`src/rtl/frac_lut6_cfg_loader_if.sv`:
```
// frac_lut6_cfg_loader_if: valid/ready word stream carrying LUT configuration frames
interface frac_lut6_cfg_loader_if;
  logic        cfg_valid;
  logic        cfg_ready;
  logic        cfg_last;
  logic [15:0] cfg_data;
  modport master (output cfg_valid, cfg_data, cfg_last, input cfg_ready);
  modport slave  (input cfg_valid, cfg_data, cfg_last, output cfg_ready);
endinterface

```
`src/rtl/frac_lut6_cfg_loader.sv`:
```
// frac_lut6_cfg_loader: collects 4-word frames into a shadow and commits them atomically to the LUT SRAM
module frac_lut6_cfg_loader #(
  parameter logic [63:0] INIT_VAL = 64'h0
) (
  input  logic                         prog_clk,
  input  logic                         prog_rst_n,
  frac_lut6_cfg_loader_if.slave        cfg,
  input  logic                         cfg_clear,
  output logic                         busy,
  output logic                         commit_done,
  output logic                         cfg_err,
  output logic [0:63]                  sram,
  output logic [0:63]                  sram_inv
);
  typedef enum logic [1:0] {IDLE, LOAD, COMMIT, ERR} state_t;
  state_t      state, state_d;
  logic [1:0]  word_cnt;
  logic [0:63] shadow;
  logic        rdy_en;
  logic        xfer;
  assign cfg.cfg_ready = rdy_en && (state == IDLE || state == LOAD);
  assign xfer          = cfg.cfg_valid && cfg.cfg_ready;
  assign busy          = state != IDLE;
  assign sram_inv      = ~sram;
  always_comb begin
    state_d = state;
    case (state)
      IDLE:    state_d = xfer ? (cfg.cfg_last ? ERR : LOAD) : IDLE;
      LOAD:    state_d = !xfer ? LOAD :
                         word_cnt == 2'd3 ? (cfg.cfg_last ? COMMIT : ERR) :
                         (cfg.cfg_last ? ERR : LOAD);
      default: state_d = IDLE;
    endcase
  end
  always_ff @(posedge prog_clk or negedge prog_rst_n) begin
    if (!prog_rst_n) begin
      state       <= IDLE;
      rdy_en      <= 1'b0;
      word_cnt    <= 2'd0;
      shadow      <= '0;
      sram        <= INIT_VAL;
      commit_done <= 1'b0;
      cfg_err     <= 1'b0;
    end else begin
      state       <= state_d;
      rdy_en      <= 1'b1;
      word_cnt    <= xfer ? word_cnt + 2'd1 : (state == LOAD ? word_cnt : 2'd0);
      if (xfer)
        shadow[{word_cnt, 4'b0} +: 16] <= cfg.cfg_data;
      else if (state == ERR)
        shadow <= '0;
      sram        <= state == COMMIT ? shadow :
                     (state == IDLE && cfg_clear && !xfer) ? INIT_VAL : sram;
      commit_done <= state == COMMIT;
      cfg_err     <= state == ERR;
    end
  end
endmodule

```
`src/flat_wrapper.sv`:
```
// flat-port wrapper written by rule: the top's interface ports become plain ports
module frac_lut6_cfg_loader_flat 
#(
  parameter logic [63:0] INIT_VAL = 64'h0
)
  (prog_clk, prog_rst_n, cfg_clear, busy, commit_done, cfg_err, sram, sram_inv, cfg_cfg_valid, cfg_cfg_data, cfg_cfg_last, cfg_cfg_ready);
  frac_lut6_cfg_loader_if cfg_i ();
  input  logic prog_clk;
  input  logic prog_rst_n;
  input  logic cfg_clear;
  output logic busy;
  output logic commit_done;
  output logic cfg_err;
  output logic [0:63] sram;
  output logic [0:63] sram_inv;
  input wire logic [$bits(cfg_i.cfg_valid)-1:0] cfg_cfg_valid;
  input wire logic [$bits(cfg_i.cfg_data)-1:0] cfg_cfg_data;
  input wire logic [$bits(cfg_i.cfg_last)-1:0] cfg_cfg_last;
  output wire logic [$bits(cfg_i.cfg_ready)-1:0] cfg_cfg_ready;
  assign cfg_i.cfg_valid = cfg_cfg_valid;
  assign cfg_i.cfg_data = cfg_cfg_data;
  assign cfg_i.cfg_last = cfg_cfg_last;
  assign cfg_cfg_ready = cfg_i.cfg_ready;
  frac_lut6_cfg_loader #(.INIT_VAL(INIT_VAL)) u_core (.prog_clk(prog_clk), .prog_rst_n(prog_rst_n), .cfg(cfg_i), .cfg_clear(cfg_clear), .busy(busy), .commit_done(commit_done), .cfg_err(cfg_err), .sram(sram), .sram_inv(sram_inv));
endmodule
```
`config.mk`:
```
export PLATFORM = sky130hd
export DESIGN_NAME = frac_lut6_cfg_loader_flat
export DESIGN_NICKNAME = d
export VERILOG_FILES = /design/src/rtl/frac_lut6_cfg_loader_if.sv /design/src/rtl/frac_lut6_cfg_loader.sv /design/src/flat_wrapper.sv
export SDC_FILE = /design/constraint.sdc
export NUM_CORES = 1
export LEC_CHECK = 0
export CORE_MARGIN = 3
export CORE_UTILIZATION = 51
export CTS_CLUSTER_DIAMETER = 100
export DETAILED_ROUTE_END_ITERATION = 10
export PLACE_DENSITY_LB_ADDON = 0.3
export SYNTH_ARGS = -nofsm -noshare
export SYNTH_HDL_FRONTEND = slang
export SYNTH_SLANG_ARGS = --single-unit
```
`constraint.sdc`:
```
create_clock -name prog_clk -period 2.9 [get_ports prog_clk]
set_input_delay 0.58 -clock prog_clk [delete_from_list [all_inputs] [get_ports prog_clk]]
set_output_delay 0.58 -clock prog_clk [all_outputs]
set_load 0.005 [all_outputs]
```
## Yosys cells after proc, flatten, opt, wreduce, memory -nomap -nowiden

Index checks and enable logic that the tools add are counted.

- Flip-flop bits (word level): 135
- Input port bits: 21
- Word-level logic and storage cells: 41

- $add $sub $neg: 2
- Eq/ne operators: 5
- Shift operators: 2
- Muxes and demuxes: 13
- Bitwise operators: 2
- Reductions and logical operators: 10

Operators by type and width:

| cell | number |
|---|---|
| $mux W64 | 4 |
| $shift A65 B8 Y64 const A | 1 |
| $shiftx A65 B8 Y64 | 1 |
| $bwmux W64 | 1 |
| $not A64 Y64 | 1 |
| $mux W2 | 6 |
| $neg A7 Y8 | 1 |
| $not A6 Y7 | 1 |
| $eq A2 B2 Y1 const B | 3 |
| $reduce_bool A2 Y1 | 3 |
| $logic_and A1 B1 Y1 | 4 |
| $pmux W2 S2 | 1 |
| $add A2 B1 Y2 const B | 1 |
| $eq A2 B1 Y1 const B | 1 |
| $logic_not A2 Y1 | 1 |
| $ne A2 B2 Y1 const B | 1 |
| $logic_not A1 Y1 | 1 |
| $logic_or A1 B1 Y1 | 1 |
| $mux W1 | 1 |

## Longest topological paths before layout

Gate-level depths: netlist of the first run.

- Depth in word-level cells: 8
- Depth in mapped cells: 6

## Worst setup path before layout of the first run

Ideal clock, no wire load.

- Kind: input -> register
- Start point: input port cfg_cfg_valid
- End point: register u_core.shadow[26] (netlist name)
- Arrival time: 1.524 ns
- Required time: 2.779 ns
- Slack: 1.255 ns
- Cell stages on the path: 6
- Buffers on the path: 3
- Path through: buf_6 and4b_1 and3_1 buf_6 buf_8 a22o_1

- Word-level cells in the longest chain between the ends: 2
- Elaborated cells on any way between the ends: 3
- Classes of those cells: 1 x mux; 2 x reduce/logical

RTL lines:

| item | line | source |
|---|---|---|
| from (decl) | flat_wrapper.sv:16 | `input wire logic [$bits(cfg_i.cfg_valid)-1:0] cfg_cfg_valid;` |
| $logic_and A1 B1 Y1 (*) | frac_lut6_cfg_loader.sv:22 | `assign xfer = cfg.cfg_valid && cfg.cfg_ready;` |
| $mux W64 / $reduce_bool A2 Y1 (equally long branches) | - |  |
| to (signal, indexed assignment) | frac_lut6_cfg_loader.sv:49 | `shadow[{word_cnt, 4'b0} +: 16] <= cfg.cfg_data;` |
| to (decl) | frac_lut6_cfg_loader.sv:18 | `logic [0:63] shadow;` |

Mark *: on every way between the ends. The rest lies on a longest branch, timed or not.
A chain may end at the register's enable or synchronous reset.

## Worst setup path after layout of the first run

- Start point: register u_core.state[1]
- End point: output port busy

- Word-level cells in the longest chain between the ends: 1

RTL lines:

| item | line | source |
|---|---|---|
| from (decl) | frac_lut6_cfg_loader.sv:16 | `state_t state, state_d;` |
| from (signal assigned) | frac_lut6_cfg_loader.sv:45 | `state <= state_d;` |
| $reduce_bool A2 Y1 | frac_lut6_cfg_loader.sv:23 | `assign busy = state != IDLE;` |
| to (decl) | flat_wrapper.sv:11 | `output logic busy;` |

Every way passes these cells.

==> qor.csv, run 1 <==
metric,value,unit
status,completed,
number of gates resized after cts,0,
R2R Path End,u_core.shadow[58],
Area Overhead vs Synth,40.0,%
clock skew,0.00890,ns
fillers,633,
Syn Area/Cell,13.4,sq um
most numerous cell in the Yosys netlist,dfrtp_1,
"EDFF count, synth",0,
DRC,0,
leakage,3.32,nW
largest net degree at the start of global routing,74,
mean routed wirelength per cell,19.6,um
register bit total from synthesis,135,
number of global-route vias before repair,4031,
TritonRoute pass-1 iters,5,
die height,108,um
Sink Count,135,
die span in x,108,um
share of layout cells above drive strength 1,9.12,%
"Largest stage delay, worst path",0.71,ns
Post-synth top cells,"135 x dfrtp_1, 124 x a22o_1, 66 x inv_1",
RSZ-0062 raised after global routing,no,
syn_nets,422,
Vias per Instance,5.71,
Final #Nets,572,
Hold Crit Class,input port to async pin,
n_diodes,0,
Yosys top cell area share,63.5,%
Max Slew Vio Count,0,
Reg2Reg Depth,3,
FMAX,398,MHz
Worst EP required,2.32,ns
first-pass GRT wire length,21400,um
CORE AREA,9950,sq um
Total GRT Usage,23.8,%
"Distinct cells, synth",29,
min Tclk post-route,2.51,ns
TritonCTS clock tree,yes,
gr ovfl total,0,
Worst Setup Path Type,flop to primary output,
setup bufs post-CTS,0,
Initial Utilization,53.4,%
CTS root buf,clkbuf_8,
Row Count,36,
ranking of synthesized cells by area,"dfrtp_1 64%, a22o_1 20%, inv_1 4.7%",
Setup crit end kind,primary output,
"Seq/Total Area, Yosys",63.5,%
Rel. slew slack,42.1,%
CP startpoint kind,flop,
Mapped Area,5320,sq um
CTS Hold Buffers Added,0,
IO Port Bufs,152,
placed cell count,661,
initial antenna violation count,0,
setup TNS,0,ns
DRT Wirelength,13500,um
htree depth,4,
1st-iter DRT viols,243,
Routed Antenna Nets,0,
Yosys top cell by area,dfrtp_1,
die area,11700,sq um
Reg2Reg Setup Slack,0.82,ns
Max Buffers Root-to-Sink,2,
Cells after Synth,397,
pwr dens,626,nW/um^2
"Reg clk slew, reported paths",0.06,ns
setup violators final,0,
"FFs w/ async S/R, synth",100,%
yosys warns,0,
Skew-Pair Late Insertion Delay,0.51,ns
post-DP HPWL,8860,um
Inserted Clock Buffers,17,
startpoint of the worst register-to-register path,u_core.state[1],
num ports,153,
ys flop type,dfrtp_1,
crit-path cells,or2_2 -> clkdlybuf4s50_1,
Layout Cells excl Fill,692,
Crit Path Max Fanout,13,
Design Power,0.00466,W
crit path DAT,1.93,ns
Final period util,86.5,%
Final Hold Vio Count,0,
slowest CP cell,dfrtp_1,
gpl congestion,0.820,
DR vias,3954,
max cap viols,0,
Worst Max-Slew Pin Slew,0.868,ns
Peak supply drop,0.000422,V
[power breakdown]
group,internal [W],switching (W)
clock,0.00122,0.000779
sequential,0.00202,0.000117
combinational,0.000280,0.000242
[layout make-up]
class / count / area, sq um / area share [%]
clock inverters: 10 / 96.3 / 1.29
inverters: 67 / 251 / 3.38
flip-flops and latches: 135 / 3380 / 45.4
well taps: 133 / 166 / 2.24
multi-input cells: 166 / 1490 / 20.0
clock buffers: 21 / 469 / 6.30
repair buffers: 160 / 1600 / 21.4
[worst max-delay path by stage]
stage	startpoint	endpoint	slack [ns]	cells after the start
after floorplan	cfg_cfg_valid	u_core.shadow[26]	1.26	6
after global placement	cfg_cfg_valid	u_core.shadow[18]	0.38	4
after detailed placement	cfg_cfg_valid	u_core.shadow[61]	0.24	4
after CTS	u_core.state[1]	busy	0.36	2
after global routing	u_core.rdy_en	cfg_cfg_ready	0.31	2
final	u_core.state[1]	busy	0.39	2
[layout by cell type (no fill, tap or decap), types with 2 or more instances in the layout]
cell / Yosys / layout
a22o_1: 124 / 124
clkdlybuf4s50_1: 0 / 151
clkbuf_8: 0 / 5
a41oi_4: 2 / 2
a32o_1: 4 / 4
clkinv_4: 0 / 2
and2_1: 2 / 2
a41oi_2: 2 / 2
clkinv_2: 0 / 2
nor4_4: 2 / 2
clkbuf_16: 0 / 16
nor2b_1: 2 / 2
inv_1: 66 / 66
ha_1: 4 / 4
nor3_1: 3 / 3
a21oi_1: 4 / 4
buf_4: 5 / 7
dfrtp_1: 135 / 135
and3_1: 2 / 2
clkinvlp_4: 0 / 4
nand3_1: 5 / 5
[flip-flops by register name, summed over array words and instances, names as in the netlist]
signal and count:
u_core.shadow 64, u_core.word_cnt 2, u_core.sram 64, u_core.cfg_err 1, u_core.commit_done 1, u_core.state 2
u_core.rdy_en 1
[routing by layer]
layer	global-route usage [%]	vias up	share of wire [%]
met1	30.3	2011	41
li1	-	1727	-
met5	0	-	0
met2	40.6	197	50
met4	8.93	0	2.1
met3	4.90	19	6.8
[stage by stage]
stage / area (sq um) / setup slack (ns) / utilization, % / hold slack [ns]
after floorplan: 5320 / 1.26 / - / 0.284
after global placement: 6880 / 0.379 / 69.1 / 0.487
after detailed placement: 6880 / 0.245 / 69.1 / 0.489
after CTS: 7440 / 0.363 / 74.8 / 0.0888
after global routing: 7440 / 0.313 / 74.8 / 0.108
final: 7440 / 0.390 / 74.8 / 0.0773
[worst max-delay path, delay by kind of cell, from the launching register on]
family,cells,cell delay (ns)
buffers and inverters,1,0.50
DFF,1,0.71
and+or+nand+nor,1,0.21
[logic make-up (layout without fill, tap and decap cells)]
family | Yosys count | after routing | synth area share (%)
flops | 135 | 135 | 63.5
buf+inv | 96 | 258 | 8.85
fa+ha+maj | 4 | 4 | 0.941
compound gates | 138 | 138 | 23.5
other cells | 1 | 1 | 0.0705
simple gates | 23 | 23 | 3.11
Power figures use the tool's default switching activity.
==> inputs of run 2 (changes only) <==
- CORE_UTILIZATION: 51 -> 50
- CTS_CLUSTER_DIAMETER: 100 -> unset
- PLACE_DENSITY: unset -> 0.83
- PLACE_DENSITY_LB_ADDON: 0.3 -> unset
==> run 2 against run 1 <==
  * Clock skew grew 0.0015 ns
  * Worst setup slack gained 0.0041 ns
  * Critical path type unchanged
  * Fmax increased by 0.16%
  * Routed wire length is 0.96% higher
  * Final cell count up 1.0%
==> qor.csv, run 2 (same netlist as run 1, synthesis figures left out) <==
metric,value,unit,change
Max Slew Vio Count,0,,unchanged
min Tclk post-route,2.51,ns,-0.00407 ns
gpl congestion,0.794,,-3.1%
Initial Utilization,51.5,%,-1.9 points
met1 usage,31.6,%,+1.3 points
max cap viols,0,,unchanged
DR vias,3953,,-0.025%
FMAX,399,MHz,+0.16%
register area,3380,sq um,unchanged
largest net degree at the start of global routing,55,,-26%
Skew-Pair Late Insertion Delay,0.51,ns,about the same
busiest grt layer,met2,,
Setup WS pre-CTS,0.488,ns,+0.243 ns
Clock power frac,43.1,%,about the same
leakage,3.35,nW,+0.77%
crit path DAT,1.93,ns,about the same
share of layout cells above drive strength 1,9.41,%,+0.29 points
Vias per Instance,5.66,,-1.0%
Switching Share,26.2,%,+1.8 points
die height,109,um,+0.94%
Area Overhead vs Synth,40.9,%,
Max Buffers Root-to-Sink,2,,unchanged
Total GRT Usage,24.0,%,+0.20 points
num ports,153,,unchanged
IO Port Bufs,152,,unchanged
Final period util,86.4,%,-0.14 points
Peak supply drop,0.000423,V,+0.24%
pwr dens,626,nW/um^2,about the same
Sink Count,135,,unchanged
Worst Setup Path Type,flop to primary output,,
fillers,665,,+5.1%
CP startpoint kind,flop,,
Routed Antenna Nets,0,,unchanged
met3 Use GR,5.98,%,+1.1 points
clock skew,0.0104,ns,+0.00153 ns
TritonRoute pass-1 iters,4,,-1
setup TNS,0,ns,unchanged
gr ovfl total,0,,unchanged
Setup crit end kind,primary output,,
1st-iter DRT viols,255,,+4.9%
Row Count,37,,+2.8%
first-pass GRT wire length,21500,um,+0.49%
Hold WS,0.494,ns,+0.416 ns
Switch Pwr,0.00123,W,+7.9%
number of global-route vias before repair,3964,,-1.7%
die area,11900,sq um,+1.9%
mean routed wirelength per cell,19.6,um,about the same
DRC,0,,unchanged
RSZ-0062 raised after global routing,no,,
"leading cell type in the layout, fill and taps excluded",clkdlybuf4s50_1,,
CTS Hold Buffers Added,1,,+1
combinational share of power,11.4,%,+0.2 points
Inserted Clock Buffers,17,,unchanged
CORE AREA,10300,sq um,+3.7%
Crit Path Max Fanout,13,,unchanged
Worst EP required,2.32,ns,about the same
TritonCTS clock tree,yes,,
part of the power in registers,45.5,%,-0.3 points
slowest CP cell,dfrtp_1,,
Final Hold Vio Count,0,,unchanged
Top Registers,"u_core.shadow: 64 flops, u_core.sram: 64 flops",,
CTS root buf,clkbuf_8,,
Hold Crit Class,flop to flop,,
highest-count cells in the layout ignoring fill and taps,"151 x clkdlybuf4s50_1, 135 x dfrtp_1, 124 x a22o_1",,
"Reg clk slew, reported paths",0.06,ns,about the same
setup violators final,0,,unchanged
Worst Max-Slew Pin Slew,0.917,ns,+0.0491 ns
Rel. slew slack,38.8,%,-3.3 points
DRT Wirelength,13700,um,+0.96%
Multi-input gate area,1490,sq um,unchanged
crit-path cells,or2_2 -> clkdlybuf4s50_1,,
number of gates resized after cts,0,,unchanged
post-DP HPWL,8760,um,-1.1%
Int Pwr,0.00346,W,-1.7%
"Largest stage delay, worst path",0.71,ns,about the same
Final #Nets,575,,+0.52%
initial antenna violation count,0,,unchanged
status,completed,,
htree depth,4,,unchanged
Worst Slack Setup Final,0.395,ns,+0.00407 ns
setup bufs post-CTS,0,,unchanged
n_diodes,0,,unchanged
met2 Usage GRT,38.8,%,-1.8 points
die span in x,109,um,+0.94%
## run 2: cell count changes in the layout (fill, tap and decap cells not counted)
cell and change:
buf_12 +2, clkbuf_1 +1, clkbuf_8 -4, clkinv_2 -1, clkinv_4 +4, clkinvlp_4 -3
dlygate4sd3_1 +1, inv_6 +3, inv_8 +1
## run 2: metal layers
metal | share of wire, % | wire [um] | vias up
met5 | 0 | 0 | -
met4 | 1.3 | 181 | 0
met3 | 7.8 | 1070 | 14
met2 | 50 | 6880 | 184
met1 | 40 | 5530 | 2019
li1 | - | - | 1736
## run 2: worst paths after layout
check | start | end | slack, ns | cells past startpoint
setup / recovery | u_core.state[1] | busy | 0.39 | 2
hold reg to reg | u_core.shadow[1] | u_core.shadow[1] | 0.49 | 1
hold / removal | u_core.shadow[1] | u_core.shadow[1] | 0.49 | 1
setup reg to reg | u_core.state[1] | u_core.shadow[29] | 0.79 | 3
min in group asynchronous | prog_rst_n | u_core.shadow[40] | 0.58 | 2
max in group asynchronous | prog_rst_n | u_core.sram[18] | 1.54 | 3
## run 2: area by class of cell
cell class                 instances  share of cell area [%]
clock inverter                    14                    1.89
clock buffer                      18                    5.58
timing repair buffer             163                    22.0
tap                              136                    2.27
multi-input combinational        166                    19.8
sequential                       135                    45.1
inverter                          67                    3.36
## run 2: through the flow
step | util, % | instance area [sq um] | power [W] | instances
2_1_floorplan | - | 5320 | 0.00239 | 397
3_3_place_gp | 67.0 | 6920 | 0.00267 | 666
3_5_place_dp | 67.0 | 6920 | 0.00269 | 666
4_1_cts | 72.6 | 7490 | 0.00472 | 699
5_1_grt | 72.6 | 7490 | 0.00487 | 699
6_report | 72.6 | 7490 | 0.00469 | 699
## run 2: worst max-delay path, delay by kind of cell, from the launching register on
family	cells	cell delay, ns
buffers and inverters	1	0.49
DFF	1	0.71
and+or+nand+nor	1	0.21
## run 2: power groups by stage
stage | logic, W | registers, W | clock network (W)
finish | 0.000536 | 0.00214 | 0.00202
global route | 0.000581 | 0.00215 | 0.00214
floorplan | 0.000267 | 0.00212 | 0
CTS | 0.000544 | 0.00213 | 0.00204
global placement | 0.000513 | 0.00215 | 0
detailed placement | 0.000530 | 0.00216 | 0
